`config.mk`:
```
export PLATFORM = sky130hd
export DESIGN_NAME = move_scheduler
export DESIGN_NICKNAME = d
export VERILOG_FILES = /design/src/rtl/wayout_pkg.sv /design/src/rtl/move_scheduler_btn_debounce.sv /design/src/rtl/move_scheduler.sv
export SDC_FILE = /design/constraint.sdc
export NUM_CORES = 1
export LEC_CHECK = 0
export ABC_CLOCK_PERIOD_IN_PS = 5550
export BUFFER_PORTS_ARGS = -buffer_cell sky130_fd_sc_hd__buf_2
export CAP_MARGIN = 20
export CORE_MARGIN = 3
export CORE_UTILIZATION = 50
export DETAILED_ROUTE_END_ITERATION = 8
export GPL_ROUTABILITY_DRIVEN = 1
export PLACE_DENSITY = 0.66
export SLEW_MARGIN = 30
export SYNTH_ARGS = -nofsm -noshare
export SYNTH_HDL_FRONTEND = slang
export SYNTH_SLANG_ARGS = --single-unit
```
`constraint.sdc`:
```
create_clock -name clk -period 5.55 [get_ports clk]
set_input_delay 0.8325 -clock clk [delete_from_list [all_inputs] [get_ports clk]]
set_output_delay 0.8325 -clock clk [all_outputs]
set_load 0.03 [all_outputs]
```
`src/rtl/wayout_pkg.sv`:
```
// Shared types and key-index constants for the maze player front end.
// Includes the fixed-priority one-hot selector used when issuing commands.
package wayout_pkg;

  localparam int KEY_BACK   = 0;
  localparam int KEY_FWD    = 1;
  localparam int KEY_TURN_R = 2;
  localparam int KEY_TURN_L = 3;

  typedef enum logic [1:0] {
    IDLE        = 2'd0,
    ISSUE       = 2'd1,
    WAIT_RENDER = 2'd2,
    COOLDOWN    = 2'd3
  } sched_state_t;

  typedef logic [3:0] key_vec_t;

  // Turns win over moves so a turn-then-step pair always draws the turn first.
  function automatic key_vec_t prio_onehot(input key_vec_t pend);
    key_vec_t sel;
    sel = 4'b0000;
    if (pend[KEY_TURN_L]) begin
      sel[KEY_TURN_L] = 1'b1;
    end else if (pend[KEY_TURN_R]) begin
      sel[KEY_TURN_R] = 1'b1;
    end else if (pend[KEY_FWD]) begin
      sel[KEY_FWD] = 1'b1;
    end else if (pend[KEY_BACK]) begin
      sel[KEY_BACK] = 1'b1;
    end else begin
      sel = 4'b0000;
    end
    return sel;
  endfunction

endpackage

```
`src/rtl/move_scheduler_btn_debounce.sv`:
```
// One push-button lane: 2-flop synchroniser, stable-count debouncer and
// a one-cycle pulse on each debounced 0->1 transition.
module btn_debounce
  import wayout_pkg::*;
#(
  parameter int DEBOUNCE_CYC = 250000
) (
  input  logic clk,
  input  logic rstn,
  input  logic i_btn,
  output logic o_level,
  output logic o_rise
);

  localparam int CW = $clog2(DEBOUNCE_CYC + 1);
  localparam logic [CW-1:0] CNT_LAST = CW'(DEBOUNCE_CYC - 1);

  logic          r_sync1;
  logic          r_sync2;
  logic [CW-1:0] r_cnt;
  logic          r_level;
  logic          r_level_d;

  // Synchronise, then accept a new level only after it has differed for DEBOUNCE_CYC samples.
  always_ff @(posedge clk or negedge rstn) begin
    if (!rstn) begin
      r_sync1   <= 1'b0;
      r_sync2   <= 1'b0;
      r_cnt     <= '0;
      r_level   <= 1'b0;
      r_level_d <= 1'b0;
    end else begin
      r_sync1   <= i_btn;
      r_sync2   <= r_sync1;
      r_level_d <= r_level;
      if (r_sync2 != r_level) begin
        if (r_cnt == CNT_LAST) begin
          r_level <= r_sync2;
          r_cnt   <= '0;
        end else begin
          r_cnt <= r_cnt + 1'b1;
        end
      end else begin
        r_cnt <= '0;
      end
    end
  end

  assign o_level = r_level;
  assign o_rise  = r_level & ~r_level_d;

endmodule

```
`src/rtl/move_scheduler.sv`:
```
// Button front end for the maze player: one one-hot command per rendered frame,
// gated by render_done and a cooldown. Optional auto-repeat: MOVE_SCHEDULER_REPEAT_EN.
module move_scheduler
  import wayout_pkg::*;
#(
  parameter int DEBOUNCE_CYC = 250000,
  parameter int COOLDOWN_CYC = 50000,
  parameter int TIMEOUT_CYC  = 5000000,
  parameter int REPEAT_DELAY = 25000000,
  parameter int REPEAT_CYC   = 12500000
) (
  input  logic       clk,
  input  logic       rstn,
  input  logic [3:0] btn_raw,
  input  logic       render_done,
  output logic [3:0] key_pressed,
  output logic       refresh_req,
  output logic       busy,
  output logic       timeout_err
);

  localparam int TW  = $clog2(TIMEOUT_CYC + 1);
  localparam int CDW = (COOLDOWN_CYC > 0) ? $clog2(COOLDOWN_CYC + 1) : 1;
  // The error pulse is registered, so the decision is taken one count early.
  localparam logic [TW-1:0]  WAIT_LAST = TW'(TIMEOUT_CYC - 2);
  localparam logic [CDW-1:0] COOL_LAST = CDW'((COOLDOWN_CYC > 0) ? COOLDOWN_CYC - 1 : 0);

  if (DEBOUNCE_CYC < 1 || TIMEOUT_CYC < 2 || COOLDOWN_CYC < 0 ||
      REPEAT_DELAY < 1 || REPEAT_CYC < 1) begin : g_cfg_err
    $error("move_scheduler: invalid parameter configuration");
  end

  logic         r_rst_meta;
  logic         r_rst_sync;
  logic         w_rst_n;
  key_vec_t     w_level;
  key_vec_t     w_rise;
  key_vec_t     w_rep_set;
  key_vec_t     w_pend_nxt;
  key_vec_t     r_pending;
  sched_state_t r_state;
  sched_state_t w_state_nxt;
  logic         w_timeout;
  logic [TW-1:0]  r_wait_cnt;
  logic [CDW-1:0] r_cool_cnt;
  key_vec_t     r_key_pressed;
  logic         r_refresh_req;
  logic         r_busy;
  logic         r_timeout_err;
  logic         w_unused_level;

  // Reset asserts immediately and releases two clocks after rstn rises.
  always_ff @(posedge clk or negedge rstn) begin
    if (!rstn) begin
      r_rst_meta <= 1'b0;
      r_rst_sync <= 1'b0;
    end else begin
      r_rst_meta <= 1'b1;
      r_rst_sync <= r_rst_meta;
    end
  end
  assign w_rst_n = r_rst_sync;

  for (genvar g = 0; g < 4; g++) begin : g_btn
    btn_debounce #(
      .DEBOUNCE_CYC(DEBOUNCE_CYC)
    ) u_btn_debounce (
      .clk    (clk),
      .rstn   (w_rst_n),
      .i_btn  (btn_raw[g]),
      .o_level(w_level[g]),
      .o_rise (w_rise[g])
    );
  end

  // Turn levels only matter through their edges.
  assign w_unused_level = ^w_level;

`ifdef MOVE_SCHEDULER_REPEAT_EN
  localparam int RMAX = (REPEAT_DELAY > REPEAT_CYC) ? REPEAT_DELAY : REPEAT_CYC;
  localparam int RW   = $clog2(RMAX + 1);
  localparam logic [RW-1:0] RD_LAST = RW'(REPEAT_DELAY - 1);
  localparam logic [RW-1:0] RC_LAST = RW'(REPEAT_CYC - 1);

  logic [RW-1:0] r_rep_cnt [2];
  logic [1:0]    r_rep_first;

  // Hold-time counters for the two move buttons; release restarts the initial delay.
  always_ff @(posedge clk or negedge w_rst_n) begin
    if (!w_rst_n) begin
      r_rep_cnt[0] <= '0;
      r_rep_cnt[1] <= '0;
      r_rep_first  <= 2'b11;
    end else begin
      for (int i = 0; i < 2; i++) begin
        if (!w_level[i]) begin
          r_rep_cnt[i]   <= '0;
          r_rep_first[i] <= 1'b1;
        end else if (w_rep_set[i]) begin
          r_rep_cnt[i]   <= '0;
          r_rep_first[i] <= 1'b0;
        end else begin
          r_rep_cnt[i] <= r_rep_cnt[i] + 1'b1;
        end
      end
    end
  end

  // Repeat request fires on the last cycle of the current hold interval.
  always_comb begin
    w_rep_set = 4'b0000;
    for (int i = 0; i < 2; i++) begin
      if (w_level[i] && (r_rep_cnt[i] == (r_rep_first[i] ? RD_LAST : RC_LAST))) begin
        w_rep_set[i] = 1'b1;
      end else begin
        w_rep_set[i] = 1'b0;
      end
    end
  end
`else
  assign w_rep_set = 4'b0000;
`endif

  // Issued bit clears after ISSUE; a set in the same cycle overrides the clear.
  always_comb begin
    w_pend_nxt = r_pending;
    if (r_state == ISSUE) begin
      w_pend_nxt = r_pending & ~r_key_pressed;
    end else begin
      w_pend_nxt = r_pending;
    end
    w_pend_nxt = w_pend_nxt | w_rise | w_rep_set;
  end

  // Next-state logic; render_done wins over a coincident timeout.
  always_comb begin
    w_state_nxt = r_state;
    w_timeout   = 1'b0;
    case (r_state)
      IDLE: begin
        if (r_pending != 4'b0000) begin
          w_state_nxt = ISSUE;
        end else begin
          w_state_nxt = IDLE;
        end
      end
      ISSUE: w_state_nxt = WAIT_RENDER;
      WAIT_RENDER: begin
        if (render_done) begin
          w_state_nxt = COOLDOWN;
        end else if (r_wait_cnt == WAIT_LAST) begin
          w_state_nxt = COOLDOWN;
          w_timeout   = 1'b1;
        end else begin
          w_state_nxt = WAIT_RENDER;
        end
      end
      COOLDOWN: begin
        if (r_cool_cnt == COOL_LAST) begin
          w_state_nxt = IDLE;
        end else begin
          w_state_nxt = COOLDOWN;
        end
      end
      default: w_state_nxt = IDLE;
    endcase
  end

  // State, counters, pending flags and registered outputs.
  always_ff @(posedge clk or negedge w_rst_n) begin
    if (!w_rst_n) begin
      r_state       <= IDLE;
      r_pending     <= 4'b0000;
      r_wait_cnt    <= '0;
      r_cool_cnt    <= '0;
      r_key_pressed <= 4'b0000;
      r_refresh_req <= 1'b0;
      r_busy        <= 1'b0;
      r_timeout_err <= 1'b0;
    end else begin
      r_state   <= w_state_nxt;
      r_pending <= w_pend_nxt;
      if (r_state == WAIT_RENDER) begin
        r_wait_cnt <= r_wait_cnt + 1'b1;
      end else begin
        r_wait_cnt <= '0;
      end
      if (r_state == COOLDOWN) begin
        r_cool_cnt <= r_cool_cnt + 1'b1;
      end else begin
        r_cool_cnt <= '0;
      end
      if (w_state_nxt == ISSUE) begin
        r_key_pressed <= prio_onehot(r_pending);
        r_refresh_req <= 1'b1;
      end else begin
        r_key_pressed <= 4'b0000;
        r_refresh_req <= 1'b0;
      end
      r_busy        <= (w_state_nxt != IDLE);
      r_timeout_err <= w_timeout;
    end
  end

  assign key_pressed = r_key_pressed;
  assign refresh_req = r_refresh_req;
  assign busy        = r_busy;
  assign timeout_err = r_timeout_err;

endmodule
```
=== After elaboration in Yosys (flattened, before gate mapping) ===
Cells that the tools add are included.
W data, S select, Z words.

* Register bits after elaboration: 142
* Bits of input ports: 7
* Output and inout bits: 7
* Logic and storage cells: 96

* Add/subtract/negate cells: 6
* Equal/unequal tests: 14
* Muxes and demuxes: 28
* Bitwise gates (word level): 11
* Reductions and logical operators: 7

{| class="wikitable"
|+ Operators by type and width
! operator !! number
|-
| $mux W18 || 8
|-
| $add A18 B1 Y18 const B || 4
|-
| $eq A18 B18 Y1 const B || 4
|-
| $add A23 B1 Y23 const B || 1
|-
| $eq A23 B23 Y1 const B || 1
|-
| $mux W23 || 1
|-
| $add A16 B1 Y16 const B || 1
|-
| $eq A16 B16 Y1 const B || 1
|-
| $mux W16 || 1
|-
| $mux W1 || 12
|-
| $mux W4 || 2
|-
| $pmux W2 S4 || 1
|-
| $reduce_and A2 Y1 || 4
|-
| $and A1 B1 Y1 || 4
|-
| $and A4 B4 Y4 || 1
|-
| $eq A2 B1 Y1 const B || 2
|-
| $eq A2 B2 Y1 const B || 2
|-
| $mux W2 || 2
|-
| $ne A1 B1 Y1 || 4
|-
| $not A1 Y1 || 4
|-
| $not A4 Y4 || 1
|-
| $or A4 B4 Y4 || 1
|-
| $reduce_bool A4 Y1 || 1
|-
| $mux W3 || 1
|-
| other kinds (2) || 2
|}

=== Longest topological paths before layout ===
Gate-level depths: netlist of run 1.

* Depth after elaboration: 6
* Gate-level depth with buffers: 6
* Depth with buffers taken out: 5

=== By module ===
A second synthesis of run 1 with hierarchy kept.

* Cells, all modules: 651
* Area total of the unflattened synthesis: 6786.5 sq um

{| class="wikitable"
|+ Modules (own cells, without submodules)
! module !! times used !! cells an instance !! area each (sq um) !! sequential area each (sq um)
|-
| btn_debounce at g_btn[0].u_btn_debounce ... || 3 || 100 || 1061.0 || 550.5
|-
| move_scheduler || 1 || 252 || 2527.4 || 1351.3
|-
| btn_debounce at g_btn[2].u_btn_debounce || 1 || 99 || 1076.0 || 550.5
|}

=== Least setup slack after synthesis of run 1 ===
OpenSTA, ideal clock, no wires.

* Path kind: register -> register
* Start: reg g_btn[2].u_btn_debounce.r_cnt[0]
* End: reg g_btn[2].u_btn_debounce.r_cnt[10]
* Setup time: 121 ps
* Arrival time: 1653 ps
* Data required time: 5429 ps
* Path slack: 3776 ps
* Cell stages (with the launch flop): 7
* Path buffers: 1
* Clock period less this slack: 1774 ps
* Cell sequence: dfrtp_1 ha_1 nand3_1 or3_1 o21ai_2 buf_2 nor2_1

* Word-level cells in the longest chain between the ends: 3
* Elaborated cells on any way between the ends: 4
* Those cells by class: add/sub: 1; eq/ne: 1; mux: 2

{| class="wikitable"
|+ Ends and longest elaborated chain
! element !! line !! RTL
|-
| start, declared || move_scheduler_btn_debounce.sv:20 || <nowiki>logic [CW-1:0] r_cnt;</nowiki>
|-
| start signal, assigned || move_scheduler_btn_debounce.sv:41 || <nowiki>r_cnt <= r_cnt + 1'b1;</nowiki>
|-
| $add A18 B1 Y18 / $eq A18 B18 Y1 (equally long branches) || move_scheduler_btn_debounce.sv:41, move_scheduler_btn_debounce.sv:37 ||
|-
| $mux W18 * || move_scheduler_btn_debounce.sv:37 || <nowiki>if (r_cnt == CNT_LAST) begin</nowiki>
|-
| $mux W18 * || move_scheduler_btn_debounce.sv:36 || <nowiki>if (r_sync2 != r_level) begin</nowiki>
|}

Every way passes the cells marked *; elsewhere a longest branch is shown, timed or not.
A chain may end at the register's enable or synchronous reset.

=== Final worst setup path of run 1 ===
* Start: reg g_btn[2].u_btn_debounce.r_cnt[0]
* End: reg g_btn[2].u_btn_debounce.r_cnt[4]

Same word-level chain as after synthesis.

==> results of run 1 <==
==> logic make-up after synthesis <==
family | count (synthesis) | synth area share (%)
multiplexers | 7 | 1.15
adder cells (fa/ha/maj) | 7 | 1.32
AND/OR/NAND/NOR | 323 | 26.2
XOR/XNOR | 80 | 10.6
other | 1 | 0.0565
buffers and inverters | 36 | 2.19
AO/OA/AOI/OAI | 48 | 5.01
flip-flops | 142 | 53.5
==> layout make-up <==
class / count / area (um2)
fillers: 1127 / 5330
flip-flops and latches: 142 / 3560
multi-input cells: 466 / 2940
clock buffers: 20 / 467
well taps: 172 / 215
clock inverters: 12 / 118
repair buffers: 16 / 104
inverters: 25 / 93.8
==> synth_stat cells (4+ instances only) <==
master	count	area, um2
or4_1	8	60.1
clkbuf_1	4	15.0
buf_2	5	25.0
or3_1	12	75.1
a21oi_1	18	90.1
xnor2_1	51	447
nor4b_1	9	78.8
nand2_1	40	150
and3_1	8	50.1
dfrtp_1	142	3550
nor4_1	21	131
nor3_1	16	80.1
and4_1	6	52.6
nand4_1	26	163
nand3_1	39	195
nor4bb_1	4	40.0
nor2_1	108	405
ha_1	7	87.6
mux2_2	5	56.3
o31ai_1	4	30.0
inv_1	25	93.8
xor2_1	29	254
o21ai_0	18	90.1
==> worst max-delay path: stages (launching register included) <==
cell and delay [ns]:
dfrtp_1 0.39, ha_1 0.22, nand3_1 0.21, or3_1 0.44, o21ai_2 0.56, nor2_1 0.11
==> power breakdown <==
part	total, mW	leakage, nW	internal [mW]	switching [mW]
clock network	1.11	0.287	0.690	0.416
registers	1.11	1.91	1.06	0.0418
logic	0.0862	0.883	0.0338	0.0525
total	2.30	3.08	1.79	0.510
==> path summary, 6_finish.rpt <==
kind / end / slack, ns / cells past startpoint
max: g_btn[2].u_btn_debounce.r_cnt[4] / 3.48 / 5
min: r_rst_sync / 0.19 / 1
max reg2reg: g_btn[2].u_btn_debounce.r_cnt[4] / 3.48 / 5
min reg2reg: g_btn[3].u_btn_debounce.r_cnt[8] / 0.35 / 0
max in group asynchronous: r_wait_cnt[21] / 3.80 / 2
min in group clk: g_btn[0].u_btn_debounce.r_sync2 / 0.35 / 0
==> metal layers <==
metal  up-vias  wire, um
li1       2313         -
met1      2289      5640
met2        60      5830
met3        18       352
met4         0       173
met5         -         0
==> state kept, by name, summed over array words and instances, names as in the netlist <==
register / flops
g_btn.u_btn_debounce.r_cnt: 72
r_wait_cnt: 23
r_cool_cnt: 16
g_btn.u_btn_debounce.o_level: 4
g_btn.u_btn_debounce.r_level_d: 4
g_btn.u_btn_debounce.r_sync1: 4
g_btn.u_btn_debounce.r_sync2: 4
key_pressed: 4
r_pending: 4
r_state: 2
busy: 1
r_rst_meta: 1
r_rst_sync: 1
refresh_req: 1
timeout_err: 1
==> flow_summary.json, run 1 <==
{
  "worst_slack_ns": 3.48,
  "fin_util_pct": 58.5,
  "placed_cells": 820,
  "clk_pin_slew_ns": 0.06,
  "io_pins": 14,
  "use_met2_pct": 28.9,
  "grt_use_total_pct": 18.1,
  "crit_path_end_kind": "flip-flop",
  "cts_setup_buffers": 0,
  "fp-row-count": 41,
  "synth.cell_area_um2": 6640,
  "drt-initial-drc-count": 281,
  "clk_latency_ns": 0.42,
  "antenna_found_initial": 0,
  "gp_congestion": 0.838,
  "rsz0062_at_grt": "false",
  "drc": 0,
  "globalRouteOverflowTotal": 0,
  "use_met1_pct": 23.9,
  "grt_pass1_vias": 4609,
  "cts_resized": 0,
  "dpl_worst_slack_ns": 3.46,
  "synth_edf_count": 0,
  "final_nets": 682,
  "worst_slew_margin_rel_pct": 38.0,
  "die_h_um": 121,
  "die_area_um2": 14700,
  "worstPathMaxFanout": 17,
  "status": "finished clean",
  "vias_per_cell": 5.49,
  "synth_seq_cells": 142,
  "finalHoldViolCount": 0,
  "cts_made_buffers": 17,
  "maxCapViolCount": 0,
  "busiest_layer": "met2",
  "antenna_cells": 0,
  "fmax_ghz": 0.483,
  "grt_max_degree": 62,
  "startpoint": "g_btn[2].u_btn_debounce.r_cnt[0]",
  "skew_ns": 0.00479,
  "hold_buffers": 0,
  "cts_buffer_depth": 2,
  "p_per_area_nw_per_um2": 307,
  "setup_violations": 0,
  "synth_cell_type_count": 45,
  "total_leakage_power_nw": 3.08,
  "io_buffers": 13,
  "synth_flop_cell": "dfrtp_1",
  "max-vdd-ir-drop_mv": 0.219,
  "cts-htree-levels": 4,
  "crit_type": "flip-flop to flip-flop",
  "num_vias": 4680,
  "instances_no_fill": 853,
  "drive_gt1_share_pct": 10.9,
  "numClockSinks": 142,
  "cp.required_ns": 5.82,
  "core_area_um2": 12800,
  "root_buffer": "clkbuf_16",
  "syn_to_final_growth_pct": 12.9,
  "initial_core_util_pct": 51.8,
  "min_path_type": "input pin to asynchronous set/reset pin",
  "die_w_um": 121,
  "wire_per_inst_um": 14.1,
  "grt_pass1_wl_um": 21300,
  "syn_avg_cell_area_um2": 10.3,
  "finalMaxSlewViolations": 0,
  "cts_tree": "done",
  "power.total_mw": 2.30,
  "timing.final.crit_period_ns": 2.07,
  "syn_inst": 644,
  "design_area_um2": 7500,
  "drt_first_pass_iters": 4,
  "final_cell_mix": "141 x dfrtp_1, 108 x nor2_1, 51 x xnor2_1",
  "hold_ws_ns": 0.192,
  "grtUsageMet3_pct": 4.66,
  "dp_hpwl_um": 8090,
  "drtAntennaViolNets": 0,
  "place_area_um2": 6900,
  "tightestPinTransition_ns": 0.926,
  "critPathArrivalTime_ns": 2.34,
  "syn_nets": 658,
  "ys_seq_area_share_pct": 53.5,
  "period_share_pct": 37.3,
  "synthArstFlopShare_pct": 100,
  "yosysWarnings": 0,
  "tns_ns": 0,
  "layout_commonest_cell": "dfrtp_1",
  "cp-start-kind": "flip-flop",
  "r2r-start": "g_btn[2].u_btn_debounce.r_cnt[0]",
  "drt_wl_total_um": 12000
}
Note: power is estimated with default switching activity, not from simulation.
==> inputs of run 2 (changes only) <==
- ABC_CLOCK_PERIOD_IN_PS: 5550 -> 1800
- PLACE_DENSITY: 0.66 -> 0.68
- clock period: 5.55 -> 1.8 ns (I/O delays scaled with it)
==> flow_summary.json, run 2 (synthesized netlist as in run 1, its figures left out) <==
{
  "status": "finished clean",
  "p_sw_mw": 1.52,
  "clkPwrFrac_pct": 50.0,
  "p_per_area_nw_per_um2": 935,
  "period_share_pct": 96.5,
  "root_buffer": "clkbuf_16",
  "setup_violations": 0,
  "min_path_type": "input pin to flip-flop",
  "fin_util_pct": 61.9,
  "crit_cells": 4,
  "tns_ns": 0,
  "timing.critical_path.slowest_cell_delay_ns": 0.39,
  "drt_first_pass_iters": 5,
  "cp.buffers_inverters": 0,
  "cts_made_buffers": 17,
  "internal_power_mw": 5.90,
  "worst_slew_margin_rel_pct": 54.7,
  "seq_area_um2": 3560,
  "grt_pass1_vias": 4904,
  "power.total_mw": 7.42,
  "crit_path_end_kind": "flip-flop",
  "fp-row-count": 41,
  "power_frac_comb_pct": 4.3,
  "grt_max_degree": 63,
  "grt_use_total_pct": 18.5,
  "largestRegisters": "g_btn.u_btn_debounce.r_cnt (72), r_wait_cnt (23), r_cool_cnt (16)",
  "clk_latency_ns": 0.42,
  "cts_buffer_depth": 2,
  "timing.final.crit_period_ns": 1.74,
  "antenna_found_initial": 0,
  "cp.required_ns": 2.10,
  "num_vias": 4849,
  "multi_input_area_um2": 3010,
  "numClockSinks": 142,
  "skew_ns": 0.0104,
  "drt_wl_total_um": 12600,
  "antenna_cells": 0,
  "cp-start-kind": "flip-flop",
  "core_area_um2": 12800,
  "vias_per_cell": 5.45,
  "cp_top_family": "simple AND/OR/NAND/NOR gates",
  "worstPathMaxFanout": 6,
  "cts_tree": "done",
  "fillerInstances": 1030,
  "grt_pass1_wl_um": 21900,
  "rsz0062_at_grt": "true",
  "pwr-share-seq_pct": 45.7,
  "crit_type": "flip-flop to flip-flop",
  "io_buffers": 13,
  "min_path_cells": 2,
  "placed_cells": 851,
  "drive_gt1_share_pct": 15.6,
  "drc": 0,
  "fmax_ghz": 0.576,
  "wire_per_inst_um": 14.2,
  "path_cells": "ha_1 -> nand3_2 -> nor4_4 -> mux2_2",
  "io_pins": 14,
  "dp_hpwl_um": 8510,
  "cts-htree-levels": 4,
  "top_register": "g_btn.u_btn_debounce.r_cnt",
  "drt-initial-drc-count": 350,
  "final_cell_mix": "140 x dfrtp_1, 107 x nor2_1, 51 x xnor2_1",
  "finalMaxSlewViolations": 0,
  "instances_no_fill": 889,
  "reg2reg_depth": 4,
  "initial_core_util_pct": 51.8,
  "slowest_stage": "dfrtp_1",
  "die_h_um": 121,
  "die_area_um2": 14700,
  "die_w_um": 121,
  "maxCapViolCount": 0,
  "syn_to_final_growth_pct": 19.5,
  "layout_commonest_cell": "dfrtp_1",
  "hold_ws_ns": 0.0220,
  "gp_congestion": 0.847,
  "final_nets": 720,
  "globalRouteOverflowTotal": 0,
  "tightestPinTransition_ns": 0.671,
  "largest_reg_flops": 72,
  "swShare_pct": 20.5,
  "finalHoldViolCount": 0,
  "critPathArrivalTime_ns": 2.03,
  "max-vdd-ir-drop_mv": 0.780,
  "total_leakage_power_nw": 3.34,
  "drtAntennaViolNets": 0,
  "clk_pin_slew_ns": 0.05
}
-- run 2: timing repair --
action	CTS	global route
setup endpoints to repair	2	11
setup buffers	0	3
pin swaps	0	4
gates cloned	0	0
endpoints found under the hold margin	6	0
hold buffers	5	0
resized for setup	0	13
-- run 2: worst paths after layout --
kind | start | end | slack [ns]
worst min register to register | r_rst_sync | r_wait_cnt[21] | 0.32
worst min-delay path | render_done | timeout_err | 0.02
worst max-delay path | g_btn[1].u_btn_debounce.r_cnt[0] | g_btn[1].u_btn_debounce.o_level | 0.06
max in group asynchronous | r_rst_sync | g_btn[2].u_btn_debounce.r_cnt[13] | 1.16
min in group asynchronous | rstn | r_rst_sync | 0.17
worst max register to register | g_btn[1].u_btn_debounce.r_cnt[0] | g_btn[1].u_btn_debounce.o_level | 0.06
-- run 2: per-stage QoR --
step	setup WS [ns]	instance area [um2]
2_1_floorplan	0.0257	6650
3_3_place_gp	0.0992	7160
3_5_place_dp	0.0208	7160
4_1_cts	-0.0248	7840
5_1_grt	-0.0414	7940
6_report	0.0631	7940
-- run 2: worst register-to-register path: cells and delay by family (launching register included) --
kind,cells,cell delay [ns]
fa+ha+maj,1,0.24
simple gates,2,0.63
flops,1,0.39
mux,1,0.37
-- run 2: routing by layer --
| metal | vias to the layer above | wire, um | GRT usage [%] |
|---|---|---|---|
| li1 | 2382 | - | - |
| met3 | 12 | 382 | 4.76 |
| met2 | 79 | 6130 | 29.8 |
| met4 | 0 | 200 | 7.56 |
| met5 | - | 0 | 0 |
| met1 | 2376 | 5880 | 23.8 |
-- run 2: power groups by stage --
stage          sequential (mW)  combinational (mW)  clock (mW)
2_1_floorplan             3.46               0.185           0
3_3_place_gp              3.44               0.309           0
3_5_place_dp              3.44               0.321           0
4_1_cts                   3.39               0.332        3.78
5_1_grt                   3.41               0.374        3.92
6_report                  3.39               0.322        3.71
-- run 2: area by class of cell --
type / instances / area share [%]
Sequential cell: 142 / 44.8
Multi-Input combinational cell: 466 / 38.0
Clock buffer: 24 / 6.32
Timing Repair Buffer: 54 / 5.37
Tap cell: 172 / 2.71
Clock inverter: 6 / 1.64
Inverter: 25 / 1.18
==> inputs of run 3 (changes only) <==
- HOLD_SLACK_MARGIN: default -> 0.1
==> flow_summary.json, run 3 (synthesized netlist as in run 1, its figures left out) <==
{
  "clk_latency_ns": 0.42,
  "dp_hpwl_um": 8510,
  "maxCapViolCount": 0,
  "core_area_um2": 12800,
  "rsz0062_at_grt": "true",
  "initial_core_util_pct": 51.8,
  "fp-row-count": 41,
  "syn_to_final_growth_pct": 19.7,
  "min_path_type": "input pin to asynchronous set/reset pin",
  "io_buffers": 13,
  "grt_pass1_wl_um": 21900,
  "grt_use_total_pct": 18.5,
  "antenna_found_initial": 0,
  "gp_congestion": 0.847,
  "top_register": "g_btn.u_btn_debounce.r_cnt",
  "power.total_mw": 7.42,
  "num_vias": 4851,
  "finalHoldViolCount": 0,
  "numClockSinks": 142,
  "period_share_pct": 96.4,
  "fin_util_pct": 62.0,
  "cts-htree-levels": 4,
  "finalMaxSlewViolations": 0,
  "drt_first_pass_iters": 5,
  "final_cell_mix": "140 x dfrtp_1, 107 x nor2_1, 51 x xnor2_1",
  "largestRegisters": "g_btn.u_btn_debounce.r_cnt (72), r_wait_cnt (23), r_cool_cnt (16)",
  "worst_slew_margin_rel_pct": 55.1,
  "fmax_ghz": 0.576,
  "wire_per_inst_um": 14.1,
  "crit_path_end_kind": "flip-flop",
  "layout_commonest_cell": "dfrtp_1",
  "antenna_cells": 0,
  "drive_gt1_share_pct": 15.6,
  "timing.final.crit_period_ns": 1.74,
  "fillerInstances": 1029,
  "vias_per_cell": 5.45,
  "drc": 0,
  "drtAntennaViolNets": 0,
  "reg2reg_depth": 4,
  "final_nets": 721,
  "worstPathMaxFanout": 5,
  "critPathArrivalTime_ns": 2.07,
  "largest_reg_flops": 72,
  "cts_tree": "done",
  "placed_cells": 851,
  "die_h_um": 121,
  "setup_violations": 0,
  "cts_buffer_depth": 2,
  "tightestPinTransition_ns": 0.665,
  "skew_ns": 0.00993,
  "io_pins": 14,
  "cp.required_ns": 2.14,
  "hold_ws_ns": 0.169,
  "die_w_um": 121,
  "clk_pin_slew_ns": 0.05,
  "max-vdd-ir-drop_mv": 0.778,
  "grt_pass1_vias": 4913,
  "instances_no_fill": 890,
  "drt-initial-drc-count": 361,
  "globalRouteOverflowTotal": 0,
  "cp-start-kind": "flip-flop",
  "root_buffer": "clkbuf_16",
  "tns_ns": 0,
  "grt_max_degree": 63,
  "total_leakage_power_nw": 3.34,
  "cts_made_buffers": 17,
  "p_per_area_nw_per_um2": 933,
  "drt_wl_total_um": 12600,
  "crit_type": "flip-flop to flip-flop",
  "status": "finished clean",
  "die_area_um2": 14700
}
## run 3: path summary, 6_finish.rpt
kind | slack (ns) | endpoint | from
worst max-delay path | 0.06 | g_btn[1].u_btn_debounce.r_cnt[15] | g_btn[1].u_btn_debounce.r_cnt[11]
worst min-delay path | 0.17 | r_rst_sync | rstn
worst max register to register | 0.06 | g_btn[1].u_btn_debounce.r_cnt[15] | g_btn[1].u_btn_debounce.r_cnt[11]
worst min register to register | 0.32 | r_wait_cnt[21] | r_rst_sync
max in group asynchronous | 1.16 | g_btn[2].u_btn_debounce.r_cnt[13] | r_rst_sync
min in group clk | 0.35 | g_btn[1].u_btn_debounce.r_sync2 | g_btn[1].u_btn_debounce.r_sync1
## run 3: worst max-delay path: stages, from the launching register on
cell     delay, ns
dfrtp_1       0.42
nand4_1       0.22
or4_4         0.55
or3_1         0.31
a21oi_1       0.15
## run 3: final cells by class
class / instances / area (um2) / share of cell area (%)
clock buffers: 24 / 502 / 6.31
well taps: 172 / 215 / 2.71
repair buffers: 55 / 437 / 5.49
clock inverters: 6 / 130 / 1.64
flip-flops and latches: 142 / 3560 / 44.8
inverters: 25 / 93.8 / 1.18
multi-input cells: 466 / 3010 / 37.9
## run 3: layer usage
layer	GRT usage, %	share of wire [%]
met1	23.8	47
met2	29.9	49
met3	4.76	2.9
met4	7.56	1.6
met5	0	0
## run 3: report_power, final
group	switching [mW]	internal, mW
registers	0.108	3.28
clock network	1.22	2.48
logic	0.187	0.137
## run 3: stage by stage
| step | area [um2] | setup slack [ns] |
|---|---|---|
| after detailed placement | 7160 | 0.0208 |
| after CTS | 7850 | -0.0248 |
| after global placement | 7160 | 0.0992 |
| after floorplan | 6650 | 0.0257 |
| after global routing | 7950 | -0.0414 |
| final | 7950 | 0.0642 |
## run 3: timing repair
item                       CTS  global route
hold endpoints to repair     8             0
gates cloned                 0             0
pin swaps                    0             4
resized for setup            0            13
hold buffers                 6             0
setup endpoints to repair    2            11
setup buffers                0             3
